## config.mk

```make
export PLATFORM = sky130hd
export DESIGN_NAME = shift_word_serializer
export DESIGN_NICKNAME = d
export VERILOG_FILES = /design/src/rtl/shift_word_serializer.sv
export SDC_FILE = /design/constraint.sdc
export NUM_CORES = 1
export LEC_CHECK = 0
export ABC_AREA = 1
export CAP_MARGIN = 20
export CORE_MARGIN = 2
export CORE_UTILIZATION = 45
export CTS_CLUSTER_SIZE = 24
export DETAILED_ROUTE_END_ITERATION = 10
export PLACE_DENSITY = 0.7
export SLEW_MARGIN = 20
export SYNTH_ARGS = -nofsm -noshare
export SYNTH_HDL_FRONTEND = slang
export SYNTH_SLANG_ARGS = --single-unit
```

## constraint.sdc

```tcl
create_clock -name clk -period 1.65 [get_ports clk]
set_clock_uncertainty 0.2 [all_clocks]
set_input_delay 0.33 -clock clk [delete_from_list [all_inputs] [get_ports clk]]
set_output_delay 0.33 -clock clk [all_outputs]
set_load 0.02 [all_outputs]
```

## src/rtl/shift_word_serializer.sv

```systemverilog
// ---------------------------------------------------------------------------
// shift_word_serializer
//
// Turns parallel words into a one-bit-per-cycle stream that drives the
// d/en/dir inputs of a bidirectional shift register. A word is accepted over
// a valid/ready handshake. It is then shifted out MSB-first (dir 0, shift
// left) or LSB-first (dir 1, shift right). An optional programmable idle gap
// follows each word.
//
// Optional feature: define SER_PARITY_EN to append an even-parity bit
// (XOR of all data bits) as an extra final shift cycle. word_done then moves
// to the parity cycle.
//
// Parameters
//   size      word width in bits (>= 2)
//   GAP_W     width of the inter-word gap count
//
// Ports
//   clk        in   rising-edge clock
//   rst        in   synchronous, active-high reset
//   in_valid   in   upstream word present
//   in_ready   out  block can accept a word this cycle (IDLE only)
//   in_data    in   word to serialize
//   in_dir     in   0 = shift left / MSB first, 1 = shift right / LSB first
//   in_gap     in   idle cycles to insert after this word
//   out_en     out  shift register enable
//   out_dir    out  shift register direction (held while idle)
//   out_d      out  shift register serial data (0 when out_en = 0)
//   busy       out  word in flight (SHIFT or GAP)
//   word_done  out  one-cycle pulse with the last bit of a word
// ---------------------------------------------------------------------------
module shift_word_serializer #(
    parameter int size  = 4,
    parameter int GAP_W = 4
) (
    input  logic             clk,
    input  logic             rst,
    input  logic             in_valid,
    output logic             in_ready,
    input  logic [size-1:0]  in_data,
    input  logic             in_dir,
    input  logic [GAP_W-1:0] in_gap,
    output logic             out_en,
    output logic             out_dir,
    output logic             out_d,
    output logic             busy,
    output logic             word_done
);

`ifdef SER_PARITY_EN
    localparam int NBITS = size + 1;
`else
    localparam int NBITS = size;
`endif
    localparam int CNT_W = (NBITS > 2) ? $clog2(NBITS) : 1;
    localparam logic [CNT_W-1:0] LAST_IDX = CNT_W'(NBITS - 1);

    typedef enum logic [1:0] {
        S_IDLE,
        S_SHIFT,
        S_GAP
    } state_t;

    state_t             r_state;
    logic [size-1:0]    r_shift;      // remaining data bits, next bit at the outgoing end
    logic               r_dir;
    logic [GAP_W-1:0]   r_gap_cnt;
    logic [CNT_W-1:0]   r_cnt;        // index of the bit currently on out_d
    logic               r_in_ready;
    logic               r_out_en;
    logic               r_out_dir;
    logic               r_out_d;
    logic               r_busy;
    logic               r_word_done;

    logic               w_accept;
    logic [CNT_W-1:0]   w_next_cnt;
    logic               w_shift_bit;
    logic               w_next_bit;

`ifdef SER_PARITY_EN
    logic               r_par;
`endif

    // in_ready is only ever high in IDLE, so it doubles as the accept qualifier.
    assign w_accept    = in_valid && r_in_ready;
    assign w_next_cnt  = r_cnt + 1'b1;
    assign w_shift_bit = r_dir ? r_shift[0] : r_shift[size-1];

`ifdef SER_PARITY_EN
    assign w_next_bit  = (w_next_cnt == LAST_IDX) ? r_par : w_shift_bit;
`else
    assign w_next_bit  = w_shift_bit;
`endif

    always_ff @(posedge clk) begin
        if (rst) begin
            r_state     <= S_IDLE;
            r_shift     <= '0;
            r_dir       <= 1'b0;
            r_gap_cnt   <= '0;
            r_cnt       <= '0;
            r_in_ready  <= 1'b0;
            r_out_en    <= 1'b0;
            r_out_dir   <= 1'b0;
            r_out_d     <= 1'b0;
            r_busy      <= 1'b0;
            r_word_done <= 1'b0;
`ifdef SER_PARITY_EN
            r_par       <= 1'b0;
`endif
        end else begin
            case (r_state)
                S_IDLE: begin
                    // First cycle after reset lands here with in_ready low;
                    // raising it now gives ready one cycle after release.
                    r_in_ready  <= 1'b1;
                    r_out_en    <= 1'b0;
                    r_out_d     <= 1'b0;
                    r_busy      <= 1'b0;
                    r_word_done <= 1'b0;
                    if (w_accept) begin
                        r_state    <= S_SHIFT;
                        r_dir      <= in_dir;
                        r_out_dir  <= in_dir;
                        r_gap_cnt  <= in_gap;
                        r_cnt      <= '0;
                        r_in_ready <= 1'b0;
                        r_busy     <= 1'b1;
                        r_out_en   <= 1'b1;
                        // First bit goes out immediately; the shift copy
                        // already has it consumed.
                        r_out_d    <= in_dir ? in_data[0] : in_data[size-1];
                        r_shift    <= in_dir ? (in_data >> 1) : (in_data << 1);
`ifdef SER_PARITY_EN
                        r_par      <= ^in_data;
`endif
                    end
                end

                S_SHIFT: begin
                    if (r_cnt == LAST_IDX) begin
                        r_cnt       <= '0;
                        r_out_en    <= 1'b0;
                        r_out_d     <= 1'b0;
                        r_word_done <= 1'b0;
                        if (r_gap_cnt != '0) begin
                            r_state <= S_GAP;
                        end else begin
                            r_state    <= S_IDLE;
                            r_busy     <= 1'b0;
                            r_in_ready <= 1'b1;
                        end
                    end else begin
                        r_cnt       <= w_next_cnt;
                        r_out_d     <= w_next_bit;
                        r_shift     <= r_dir ? (r_shift >> 1) : (r_shift << 1);
                        r_word_done <= (w_next_cnt == LAST_IDX);
                    end
                end

                S_GAP: begin
                    // Counts the captured gap down to 1; the cycle showing 1
                    // is the last idle cycle of the gap.
                    if (r_gap_cnt <= GAP_W'(1)) begin
                        r_gap_cnt  <= '0;
                        r_state    <= S_IDLE;
                        r_busy     <= 1'b0;
                        r_in_ready <= 1'b1;
                    end else begin
                        r_gap_cnt <= r_gap_cnt - 1'b1;
                    end
                end

                default: begin
                    r_state <= S_IDLE;
                end
            endcase
        end
    end

    assign in_ready  = r_in_ready;
    assign out_en    = r_out_en;
    assign out_dir   = r_out_dir;
    assign out_d     = r_out_d;
    assign busy      = r_busy;
    assign word_done = r_word_done;

endmodule

```

[Word-level counts from Yosys, hierarchy flattened]
Cells that the tools add are included.
Word-level totals
  logic and storage cells: 70
  RAM bits: 0
  input port bits: 12
  flip-flop bits (word level): 18
  output and inout bits: 6
  bits in read-only memories: 0
  memories kept: 0
  latch bits: 0
Cells by class
  multiply operators: 0
  reductions and logical operators: 13
  shift-type cells: 0
  equal/unequal tests: 9
  mux-type cells: 35
  bitwise gates (word level): 0
  div/mod/pow operators: 0
  add/subtract/negate cells: 2
  $lt $le $gt $ge: 1
Operators with widths (number)
  2-to-1 mux 4 bit: 6
  one-hot mux 4 bit (2 select lines): 2
  2-to-1 mux 1 bit: 14
  2-to-1 mux 2 bit: 6
  != test 2 bit (second input constant): 5
  AND reduction 2 bit: 4
  == test 2 bit (second input constant): 3
  one-hot mux 1 bit (2 select lines): 3
  one-hot mux 1 bit (3 select lines): 2
  one-hot mux 2 bit (3 select lines): 1
  AND reduction 3 bit: 2
  <= comparator 4 x 1 -> 1 bit (second input constant): 1
  one-hot mux 2 bit (2 select lines): 1
  AND reduction 4 bit: 1
  nonzero test 2 bit: 2
  nonzero test 4 bit: 1
  subtractor 4 x 1 -> 4 bit (second input constant): 1
  nonzero test 3 bit: 1
  adder 2 x 1 -> 2 bit (second input constant): 1
  == test 2 x 1 -> 1 bit (second input constant): 1
  logical NOT 2 bit: 1
  logical AND 1 bit: 1

[Depth between registers and ports, before layout]
  depth after elaboration: 4
  mapped depth: 11
  depth with buffers taken out: 11

[Worst setup path after synthesis]
No wires, ideal clock.
  path kind: register to register
  from: register r_state[0]
  to: register r_shift[1]
  setup slack: 129 ps
  period minus slack after synthesis: 1521 ps
  cell stages (with the launch flop): 9
  required time: 1334 ps
  path buffers: 0
  arrival time: 1206 ps
  library setup time: 116 ps
  cell sequence: dfxtp_1 > inv_1 > ha_1 > nand2_1 > o21ai_2 > a21oi_2 > inv_2 > nor2_1 > nor2_1
On the way
  word-level cells in the longest chain between the ends: 3
  elaborated cells on any way between the ends: 7
  classes of those cells: eq/ne: 3; mux: 1; reduce/logical: 3
RTL lines
  from (decl): RTL line 64  | state_t r_state;
  from (signal assigned): RTL line 98  | r_state <= S_IDLE;
  from (signal assigned): RTL line 123  | r_state <= S_SHIFT;
  from (signal assigned): RTL line 148  | r_state <= S_GAP;
  == test 2 x 1 -> 1 bit or logical NOT 2 bit (tied branches): RTL line 113  | case (r_state)
  != test 2 bit (no source line) or nonzero test 2 bit (tied branches)
  AND reduction 3 bit (no source line)
  to (signal assigned): RTL line 134  | r_shift <= in_dir ? (in_data >> 1) : (in_data << 1);
  to (signal assigned): RTL line 157  | r_shift <= r_dir ? (r_shift >> 1) : (r_shift << 1);
  to (decl): RTL line 65  | logic [size-1:0] r_shift;
Parallel ways exist; a longest one is shown, timed or not.
A chain may end at the register's enable or synchronous reset.

[Worst setup path after layout]
  from: register r_state[0]
  to: register r_cnt[0]
On the way
  word-level cells in the longest chain between the ends: 3
  elaborated cells on any way between the ends: 6
  classes of those cells: eq/ne: 2; mux: 1; reduce/logical: 3
RTL lines
  == test 2 x 1 -> 1 bit or logical NOT 2 bit (tied branches): RTL line 113
  nonzero test 2 bit (no source line) or != test 2 bit (tied branches)
  AND reduction 2 bit (no source line)
  to (signal assigned): RTL line 155  | r_cnt <= w_next_cnt;
  to (decl): RTL line 68  | logic [CNT_W-1:0] r_cnt;
Parallel ways exist; a longest one is shown, timed or not.

==> results.ini <==
[status]
outcome = complete, no violations

[global_route]
globalRoute.totalOverflow = 0
antenna_found_initial = 0
track_usage_pct = 20.26
grt_pass1_wl_um = 4098
grt_pass1_vias = 1054
grt_start_max_net_pins = 17

[critical_path]
endpoint_kind = register
crit_type = reg -> reg
worstSetupStartpointType = register
cpPeakStageDelay_ns = 0.36
crit_fanout = 5
timing.critical_path.buf_inv = 3
worstPathRequired_ns = 1.66
cp.arrival_ns = 1.57
path_cells = inv_1 > ha_4 > buf_4 > o21ai_4 > buf_4 > a21oi_1 > a211oi_1
crit_path_frequent_cell = buf_4
critical-path-slowest-cell = dfxtp_2
critical-path-top-delay-family = buffers and inverters

[clock_network]
h-tree-depth = 1
insertion_delay_ns = 0.29
clock-sinks = 18
cts_tree = built
cts_made_buffers = 3
path_clk_slew_ns = 0.10
cts_root_buf = clkbuf_4
cts.path.max_buffers = 2

[die]
core_area_mm2 = 0.002212
start_util_pct = 47.40
design.die.area_mm2 = 0.002732
ios = 18
fp.dieW_um = 52.27
fp.dieH_um = 52.27
rows = 17

[place]
hpwl_um = 1951
port_buffers = 17
globalplace.congestion = 0.8276

[logic_synthesis]
synth_edf_count = 0
yosysUniqueCellTypes = 24
yosysSeqAreaShare_pct = 34.37
syn_avg_cell_area_um2 = 6.944
yosysMostFrequentCell = nand2_1
synth_commonest_cells = nand2_1 (21), nor2_1 (20), a21oi_1 (18), dfxtp_1 (18), inv_1 (18)
synth_cells = 151
yosysTopAreaCellShare_pct = 34.37
syn_nets = 170
synth_top_area_cell = dfxtp_1
synth_top_cells_by_area = dfxtp_1 (34%), a21oi_1 (8.6%), ha_1 (8.4%)
synth_seq_cells = 18
async_reset_ff_share_pct = 0
synth_ff_type = dfxtp_1
yosysWarnings = 0
synth_area_mm2 = 0.001049

[power_and_ir_drop]
leakage_nw = 0.6477
peakVddDrop_v = 0.001092
powerDensity_mw_per_mm2 = 1777

[route]
drtIter0Drc = 8
drc_errors = 0
routed_wl_um = 2530
viasPerCell = 5.087
via_count = 1053
dr.pass1.iters = 4
postRouteAntennaNets = 0
wl_per_cell_um = 12.22

[timing]
fmax_ghz = 0.6409
rsz0062_at_grt = yes
final_max_slew_viol_count = 0
hold_viol_final = 0
tightestPinTransition_ns = 0.3181
maxSlewHeadroom_pct = 78.77
period_share_pct = 94.56
finalSetupViolCount = 0
layout_min_cycle_time_ns = 1.560
timing.setup.tns_ns = 0

[finish]
n_antenna_cell = 0
utilization_pct = 64.03
area_growth_pct = 35.08
nNetsFinal = 200
layout-drive-gt1-share_pct = 22.35

[job]
maxCapViolations = 0

[hold_path]
min_path_type = reg -> reg

==> metrics by stage <==
step	cell area (um2)	instances	hold slack [ns]	setup WS (ns)	total power, mW
finish	1416	207	0.2644	0.08976	2.517
CTS	1349	206	0.2662	0.005950	2.352
global route	1416	207	0.3275	-0.01100	2.754
floorplan	1049	151	0.2584	0.1286	1.657
global placement	1321	203	0.2470	-0.1650	2.080
detailed placement	1321	203	0.2528	-0.1862	2.129
==> state kept, by name, indices dropped and copies added, names as in the netlist <==
register and cells:
out_en 1, out_d 1, r_state 2, r_cnt 2
r_shift 4, busy 1, out_dir 1, word_done 1
r_gap_cnt 4, in_ready 1
==> worst register-to-register path, stage by stage, from the launching register on <==
cell	delay, ns
dfxtp_2	0.36
inv_1	0.08
ha_4	0.19
buf_4	0.14
o21ai_4	0.17
buf_4	0.15
a21oi_1	0.04
a211oi_1	0.15
==> metal layers <==
metal / up-vias / wire [um] / share of wire (%) / global-route usage [%]
met5: - / 0 / 0 / 0
met1: 482 / 1075 / 42 / 19.89
met3: 4 / 82 / 3.2 / 4.000
met4: 0 / 26 / 1.0 / 8.547
li1: 547 / - / - / -
met2: 20 / 1346 / 53 / 40.30
==> final timing paths <==
path                                 start   endpoint  slack, ns  cells after the start
worst max-delay path            r_state[0]   r_cnt[0]       0.09                      7
worst max register to register  r_state[0]   r_cnt[0]       0.09                      7
worst min-delay path             word_done  word_done       0.26                      2
worst min register to register   word_done  word_done       0.26                      2
==> what timing repair did <==
| item | CTS | global route |
|---|---|---|
| pin swaps | 0 | 1 |
| buffers inserted | 0 | 1 |
| setup endpoints to repair | 18 | 17 |
| resized for setup | 10 | 13 |
| hold buffers | 0 | 0 |
| hold endpoints to repair | 0 | 0 |
==> cell usage in the layout, fill, tap and decap left out, types with 2 or more instances in the layout <==
cell              n
clkdlybuf4s50_1  11
dfxtp_1          15
inv_1            15
nand3_1           4
clkbuf_4          3
xor2_1            2
dfxtp_2           3
ha_1              4
nand2_2           6
o21ai_1          11
buf_12            2
inv_2             7
ha_4              2
nand3_2           2
a21oi_1          18
buf_4             9
o21ai_0           9
nor2_1           20
nand2_1          19
dlygate4sd2_1     6
==> report_power, final <==
part / switching [mW] / total [mW] / internal, mW
clock network: 0.130 / 0.215 / 0.0849
registers: 0.125 / 0.726 / 0.602
logic: 0.912 / 1.58 / 0.664
total: 1.17 / 2.52 / 1.35
==> cell families (layout without fill, tap and decap cells) <==
kind of cell / after synthesis / count (layout) / synth area share (%)
adders and majority gates: 7 / 7 / 8.353
DFF: 18 / 18 / 34.37
and+or+nand+nor: 54 / 54 / 22.55
AOI/OAI and AO/OA: 45 / 45 / 23.27
xor gates and xnor gates: 2 / 2 / 1.671
buffers and inverters: 25 / 53 / 9.783
==> cell type report <==
type,instances,area [um2]
Fill cell,207,795.8
Multi-Input combinational cell,108,641.9
Sequential cell,18,364.1
Timing Repair Buffer,28,270.3
Inverter,22,82.58
Tap cell,28,35.03
Clock buffer,3,22.52
(Power assumes the default switching activity.)
